**config.mk**
```make
export PLATFORM = sky130hd
export DESIGN_NAME = split_check_sched
export DESIGN_NICKNAME = d
export VERILOG_FILES = /design/src/rtl/split_check_sched_pkg.sv /design/src/rtl/split_next_idx.sv /design/src/rtl/split_check_sched.sv
export SDC_FILE = /design/constraint.sdc
export NUM_CORES = 1
export LEC_CHECK = 0
export ABC_AREA = 1
export CAP_MARGIN = 20
export CORE_MARGIN = 4
export CORE_UTILIZATION = 35
export CTS_CLUSTER_SIZE = 30
export DETAILED_ROUTE_END_ITERATION = 6
export PLACE_DENSITY = 0.58
export SYNTH_ARGS = -nofsm -noshare
export SYNTH_HDL_FRONTEND = slang
export SYNTH_SLANG_ARGS = --single-unit
```
**constraint.sdc**
```tcl
create_clock -name clk -period 2 [get_ports clk]
set_input_delay 0.4 -clock clk [delete_from_list [all_inputs] [get_ports clk]]
set_output_delay 0.4 -clock clk [all_outputs]
set_load 0.005 [all_outputs]
```
**src/rtl/split_check_sched_pkg.sv**
```systemverilog
// Split-check scheduler shared types.
// FSM state encoding and default sizing constants.
package split_check_sched_pkg;

  localparam int NUM_SPLITS_DEF = 16;
  localparam int TIMEOUT_DEF    = 15;

  typedef enum logic [1:0] {
    IDLE,
    ISSUE,
    WAIT,
    DONE
  } state_t;

endpackage

```
**src/rtl/split_next_idx.sv**
```systemverilog
// Next-set-bit search over a mask.
// Finds the lowest set bit at/above 0 or strictly above i_cur.
module split_next_idx #(
  parameter int N = 16,
  parameter int W = $clog2(N)
) (
  input  logic [N-1:0] i_mask,
  input  logic [W-1:0] i_cur,
  input  logic         i_incl,
  output logic         o_found,
  output logic [W-1:0] o_idx
);

  // scan high-to-low so the lowest qualifying bit wins
  always_comb begin
    o_found = 1'b0;
    o_idx   = '0;
    for (int i = N - 1; i >= 0; i--) begin
      if (i_mask[i] && (i_incl || (i > int'(i_cur)))) begin
        o_found = 1'b1;
        o_idx   = i[W-1:0];
      end
    end
  end

endmodule

```
**src/rtl/split_check_sched.sv**
```systemverilog
// Split-check scheduler top.
// Sweeps masked evaluators one at a time, collecting verdicts.
module split_check_sched
  import split_check_sched_pkg::*;
#(
  parameter int NUM_SPLITS = NUM_SPLITS_DEF,
  parameter int TIMEOUT    = TIMEOUT_DEF
) (
  input  logic                          clk,
  input  logic                          rst,
  input  logic                          start,
  input  logic [NUM_SPLITS-1:0]         cfg_mask,
  output logic [$clog2(NUM_SPLITS)-1:0] sel,
  output logic                          req_valid,
  input  logic                          rsp_valid,
  input  logic                          rsp_x,
  output logic                          busy,
  output logic                          done,
  output logic [NUM_SPLITS-1:0]         verdict,
  output logic                          all_sat,
  output logic                          timeout_err
);

  localparam int SW = $clog2(NUM_SPLITS);
  localparam int TW = $clog2(TIMEOUT + 1);
  localparam logic [TW-1:0] TMAX = TW'(TIMEOUT - 1);

  state_t                r_state;
  state_t                w_state_nxt;
  logic [NUM_SPLITS-1:0] r_mask;
  logic [NUM_SPLITS-1:0] r_verdict;
  logic [SW-1:0]         r_sel;
  logic [TW-1:0]         r_timer;
  logic                  r_all_sat;
  logic                  r_tmo_err;

  logic [NUM_SPLITS-1:0] w_srch_mask;
  logic                  w_incl;
  logic                  w_found;
  logic [SW-1:0]         w_nidx;
  logic                  w_tmo_hit;
  logic                  w_adv;
  logic                  w_to;
  logic [NUM_SPLITS-1:0] w_verdict_nxt;

  // in IDLE search the incoming mask from bit 0, else above sel
  assign w_incl      = (r_state == IDLE);
  assign w_srch_mask = w_incl ? cfg_mask : r_mask;

  split_next_idx #(
    .N(NUM_SPLITS),
    .W(SW)
  ) u_next (
    .i_mask (w_srch_mask),
    .i_cur  (r_sel),
    .i_incl (w_incl),
    .o_found(w_found),
    .o_idx  (w_nidx)
  );

  // a response wins over a timeout landing in the same cycle
  assign w_tmo_hit = (r_timer == TMAX);
  assign w_adv = (r_state == WAIT) && (rsp_valid || w_tmo_hit);
  assign w_to  = (r_state == WAIT) && !rsp_valid && w_tmo_hit;

  // verdict with the current evaluator's result folded in
  always_comb begin
    w_verdict_nxt        = r_verdict;
    w_verdict_nxt[r_sel] = rsp_valid & rsp_x;
  end

  // state register
  always_ff @(posedge clk) begin
    if (rst) r_state <= IDLE;
    else     r_state <= w_state_nxt;
  end

  // next state and state-decoded strobes
  always_comb begin
    w_state_nxt = r_state;
    req_valid   = 1'b0;
    done        = 1'b0;
    busy        = (r_state != IDLE);
    unique case (r_state)
      IDLE: begin
        if (start) begin
          w_state_nxt = (cfg_mask != '0) ? ISSUE : DONE;
        end
      end
      ISSUE: begin
        req_valid   = 1'b1;
        w_state_nxt = WAIT;
      end
      WAIT: begin
        if (w_adv) begin
          w_state_nxt = w_found ? ISSUE : DONE;
        end
      end
      DONE: begin
        done        = 1'b1;
        w_state_nxt = IDLE;
      end
    endcase
  end

  // sweep datapath: mask, index, timer, results
  always_ff @(posedge clk) begin
    if (rst) begin
      r_mask    <= '0;
      r_verdict <= '0;
      r_sel     <= '0;
      r_timer   <= '0;
      r_all_sat <= 1'b0;
      r_tmo_err <= 1'b0;
    end else begin
      unique case (r_state)
        IDLE: begin
          if (start) begin
            r_mask    <= cfg_mask;
            r_verdict <= '0;
            r_tmo_err <= 1'b0;
            r_all_sat <= (cfg_mask == '0);
            if (cfg_mask != '0) r_sel <= w_nidx;
          end
        end
        ISSUE: begin
          r_timer <= '0;
        end
        WAIT: begin
          r_timer <= r_timer + 1'b1;
          if (w_adv) begin
            r_verdict <= w_verdict_nxt;
            if (w_to) r_tmo_err <= 1'b1;
            if (w_found) r_sel <= w_nidx;
            else r_all_sat <= &(w_verdict_nxt | ~r_mask);
          end
        end
        DONE: begin
        end
      endcase
    end
  end

  assign sel         = r_sel;
  assign verdict     = r_verdict;
  assign all_sat     = r_all_sat;
  assign timeout_err = r_tmo_err;

endmodule
```
Yosys cells after proc, flatten, opt, wreduce, memory -nomap -nowiden

Index checks and enable logic that the tools add are counted.

Word-level logic and storage cells: 148
Register bits: 44

Equality and inequality tests: 10
Bitwise gates (word level): 3
Reductions and logical operators: 50
Add/sub/neg operators: 1
Mux-type cells: 60
Magnitude comparators: 17

Operator list:

| operator                                                                       | count |
|---|---|
| 4-bit two-way mux                                                              | 20 |
| 16-bit two-way mux                                                             | 3 |
| 4-bit greater-than comparator, first input constant                            | 8 |
| 16-bit one-hot mux with 2 select lines                                         | 1 |
| 1-bit two-way mux                                                              | 25 |
| 1-bit logical AND                                                              | 20 |
| 16-bit bitwise mux                                                             | 1 |
| 3-bit by 4-bit greater-than comparator with 1-bit output, first input constant | 4 |
| 16-bit zero test                                                               | 1 |
| 1-bit logical OR                                                               | 16 |
| 16-bit NOT                                                                     | 1 |
| 16-bit OR                                                                      | 1 |
| 4-bit one-hot mux with 2 select lines                                          | 2 |
| 16-bit AND reduction                                                           | 1 |
| 16-bit nonzero test                                                            | 1 |
| 2-bit != test, second input constant                                           | 6 |
| 2-bit by 4-bit greater-than comparator with 1-bit output, first input constant | 2 |
| 2-bit two-way mux                                                              | 4 |
| 2-bit one-hot mux with 4 select lines                                          | 1 |
| 4-bit AND reduction                                                            | 2 |
| 2-bit nonzero test                                                             | 3 |
| 4-bit by 5-bit less-than comparator with 1-bit output, second input constant   | 1 |
| 5-bit AND reduction                                                            | 1 |
| 4-bit by 1-bit adder with 4-bit output, second input constant                  | 1 |
| other kinds (12)                                                               | 15 |

Depth between registers and ports, before layout

Depth after elaboration: 22
Gate-level depth with buffers: 22
Mapped depth without buffers: 22

Modules after synthesis

Synthesis repeated with hierarchy kept, for this count alone.

Cell total of the unflattened synthesis: 448
Area, all modules: 2859.0 um^2

By module, submodules not included:

| module            | seq. area each (um^2) | area each (um^2) | times used | cells each |
|---|---|---|---|---|
| split_check_sched | 880.8                 | 2488.6           | 1          | 373 |
| split_next_idx    | 0.0                   | 370.4            | 1          | 75 |

Worst setup path after synthesis

Ideal clock, no wire load.

Kind: reg-to-reg
Start: register r_state[0]
End: register r_sel[1], in the netlist sel[1]
Setup time: 0.116 ns
Stages on the path, launching flop included: 12
Arrival time: 1.927 ns
Clock period less this slack: 2.043 ns
Setup slack: -0.043 ns
Path buffers: 1
Path through: dfxtp_1 > inv_1 > ha_1 > buf_2 > a22oi_1 > nand2_1 > nor2_1 > nand2_1 > or2_4 > o21bai_4 > o21a_1 > nor2_2

Longest elaborated chain between the ends: 22

RTL lines:

| what                                                   | line                                               | text |
|---|---|---|
| start, declared                                        | split_check_sched.sv:28                            | `state_t r_state;` |
| start signal, assigned                                 | split_check_sched.sv:75                            | `else r_state <= w_state_nxt;` |
| 2-bit zero test                                        | split_check_sched.sv:47, split_check_sched.sv:116  |  |
| 16-bit two-way mux or 1-bit logical OR (tied branches) | split_check_sched.sv:48, split_next_idx.sv:19      |  |
| 1-bit logical AND                                      | split_next_idx.sv:19                               | `if (i_mask[i] && (i_incl \|\| (i > int'(i_cur)))) begin` |
| 4-bit two-way mux (16 in a row)                        | split_next_idx.sv:19                               |  |
| 4-bit two-way mux, on equally long branches            | split_check_sched.sv:134, split_check_sched.sv:123 |  |
| 4-bit two-way mux, on equally long branches            | split_check_sched.sv:131, split_check_sched.sv:118 |  |
| 4-bit one-hot mux with 2 select lines                  | split_check_sched.sv:116                           | `unique case (r_state)` |
| end signal, assigned                                   | split_check_sched.sv:123                           | `if (cfg_mask != '0) r_sel <= w_nidx;` |
| end signal, assigned                                   | split_check_sched.sv:134                           | `if (w_found) r_sel <= w_nidx;` |
| end, declared                                          | split_check_sched.sv:32                            | `logic [SW-1:0] r_sel;` |

Several ways; a longest one is shown, not always the timed one. The select of a mux whose other input is x is not followed.
A chain may end at the register's enable or synchronous reset.

Worst setup path in the final report

Start: register r_state[1]
End: register r_sel[0], in the netlist sel[0]

Same word-level chain as after synthesis.

==> impl_metrics.csv <==
group,metric,value,unit
sta,finalCriticalPeriod,2.17,ns
clock_network,cts.path.max_buffers,2,
final_layout,design_area,4140,um2
final_layout,drive_gt1_share,29.6,%
die,ios,46,
final_layout,regArea,885,um2
sta,worst-slew-pin-transition,0.408,ns
sta,finalHoldViolations,0,
grt,grt_pass1_wl,13900,um
placement,post-place-ws,-0.407,ns
final_layout,areaGrowthSynthToFinish,58.1,%
final_layout,final_common_cell,"buf_4",
clock_network,cts_tree,"done",
route,drtIter0Drc,167,
final_layout,multi_input_area,1590,um2
worst_setup_path,cp.arrival,2.37,ns
clock_network,htree_levels,2,
sta,finalWorstSetupSlack,-0.173,ns
worst_setup_path,crit_required,2.19,ns
sta,finClkSkew,0.00685,ns
final_layout,fillers,670,
power,power.density,1050,nW/um2
yosys,synth-seq-cells,44,
yosys,netlist_instances,390,
yosys,yosysTopAreaCell,"dfxtp_1",
sta,fin_tns_setup,-0.769,ns
yosys,yosysSeqAreaShare,33.7,%
worst_setup_path,worstSetupStartpointType,"flip-flop",
route,via_per_inst,4.92,
die,core,7250,um2
sta,relSlewSlack,72.5,%
sta,clock.fmax,460,MHz
die,row_count,31,
placement,port_buffers,45,
route,drt-total-wl,8950,um
worst_hold_path,holdCritStartpoint,"r_mask[0]$_SDFFE_PP0P_",
sta,rsz0062_at_grt,"yes",
worst_setup_path,crit_fanout,8,
final_layout,final_cell_mix,"buf_4, nand2_1, a21oi_1",
grt,overflow,0,
grt,first_global_vias,2880,
worst_hold_path,hold_end,"r_mask[0]$_SDFFE_PP0P_",
placement,dp.final_hpwl,6620,um
worst_setup_path,crit_path_end_kind,"flip-flop",
route,vias,3083,
clock_network,cts_num_sinks,44,
yosys,netlist.area_leader.share,33.7,%
power,p_leak,1.73,nW
die,initial_core_util,36.1,%
route,routedWlPerCell,14.3,um
worst_hold_path,hold_depth,2,
sta,slew_violations,0,
sta,setup_viol,7,
sta,fin_crit_sh,109,%
clock_network,insertion_delay,0.30,ns
die,die_w,94.5,um
route,ant_nets,0,
yosys,synth_area_per_cell,6.71,um2
route,drc,0,
route,dr.pass1.iters,4,
worst_hold_path,min_path_type,"reg -> reg",
yosys,synth.area.top_cells,"dfxtp_1, nand2_1, a21oi_1",
placement,dpl-instance-area,3760,um2
worst_setup_path,rr_startpoint,"r_state[1]$_SDFFE_PP0P_",
die,die-area,8920,um2
worst_setup_path,path_class,"reg -> reg",
run,max-cap-violations,0,
grt,antenna_found_initial,0,
final_layout,layout.nets,553,
power,peakVddDrop,358,uV
placement,gp_congestion,0.876,
worst_setup_path,r2r_slack,-0.17,ns
grt,grt_use_total,20.1,%
yosys,synth_cell_types,41,
clock_network,cts_root_buffer,"clkbuf_8",
die,die_h,94.5,um
worst_setup_path,r2r_cells,13,
final_layout,n_antenna_cell,0,
worst_setup_path,r2r_end,"sel[0]$_SDFFE_PP0P_",
yosys,synthesis.nets,417,
yosys,syn_area,2620,um2
run_status,violations,"setup timing",
clock_network,cts-buffers-inserted,5,
run_status,status,"complete, but fails checks",
yosys,ys_warn_count,0,
grt,grt_max_degree,33,
clock_network,path_clk_slew,0.09,ns
[power by group]
group	internal [mW]	switching, mW	total, mW
Combinational	1.25	1.29	2.54
Clock	0.409	0.334	0.743
Sequential	0.990	0.0778	1.07
Total	2.65	1.70	4.35
[timing repair]
item | 4_1_cts | 5_1_grt
setup endpoints to repair | 7 | 25
gates cloned | 0 | 0
resized for setup | 21 | 20
hold buffers | 0 | 0
pin swaps | 21 | 17
buffers inserted | 11 | 6
[layer usage]
metal	global-route usage, %	vias to the layer above	wire length [um]
met4	5.89	0	116
met1	26.9	1416	4140
met5	0	-	0
li1	-	1594	-
met3	4.14	8	530
met2	32.8	65	4160
[stage by stage]
stage / utilization, % / instances / hold WS [ns] / power (mW)
floorplan: - / 390 / 0.430 / 2.23
global placement: 51.9 / 601 / 0.439 / 3.18
detailed placement: 51.9 / 601 / 0.447 / 3.19
CTS: 55.3 / 620 / 0.463 / 4.15
global route: 57.0 / 626 / 0.476 / 4.64
finish: 57.0 / 626 / 0.459 / 4.35
[cell families (layout without fill, tap and decap cells)]
kind of cell / Yosys count / count (layout) / share of synthesized area, %
simple gates: 164 / 164 / 27.6
compound gates: 120 / 120 / 26.4
buf+inv: 56 / 193 / 9.42
flops: 44 / 44 / 33.7
fa+ha+maj: 6 / 6 / 2.87
[worst max path at each step]
stage | startpoint | endpoint | slack [ns] | cells after the start
after floorplan | r_state[1]$_SDFFE_PP0P_ | sel[1]$_SDFFE_PP0P_ | -0.006 | 14
after global placement | cfg_mask[13] | sel[1]$_SDFFE_PP0P_ | -0.28 | 8
after detailed placement | cfg_mask[13] | sel[1]$_SDFFE_PP0P_ | -0.41 | 8
after CTS | r_state[0]$_SDFFE_PP0P_ | sel[0]$_SDFFE_PP0P_ | -0.14 | 12
after global routing | r_state[0]$_SDFFE_PP0P_ | sel[1]$_SDFFE_PP0P_ | -0.29 | 13
final | r_state[1]$_SDFFE_PP0P_ | sel[0]$_SDFFE_PP0P_ | -0.17 | 13
[cells in the mapped netlist, drive strengths merged]
cell	count
a32oi	1
nor4	1
o21ai	31
or2	1
and3	1
nand3	5
clkbuf	8
buf	8
clkinv	3
a31oi	15
or4	1
ha	6
a211oi	4
nor3b	2
o21a	1
nand4	4
nand2	97
o22ai	7
a21oi	53
inv	37
nand3b	1
nor2	44
dfxtp	44
nor3	6
a22oi	4
o31ai	2
o211ai	1
and2	1
o21bai	1
[sequential cells by signal, indices dropped and copies added (netlist names)]
name and flops:
r_timer 4, all_sat 1, sel 4, timeout_err 1
r_state 2, verdict 16, r_mask 16
[critical path: stages, from the launching register on]
cell and delay, ns:
dfxtp_2 0.34, inv_2 0.05, ha_4 0.20, buf_6 0.15
buf_6 0.13, a22oi_2 0.19, nand2_2 0.10, nor2_2 0.13
nand2_1 0.08, or2_4 0.28, o21bai_4 0.21, nor2_1 0.06
nand2_1 0.09, a21oi_2 0.05
[area by class of cell]
type,instances,share of cell area (%)
clock buffer,6,2.00
clock inverter,2,0.938
inverter,40,3.72
multi-input combinational,290,38.5
sequential,44,21.4
tap,99,3.00
timing repair buffer,145,30.4
No activity file was read; power rests on OpenSTA's default activity.
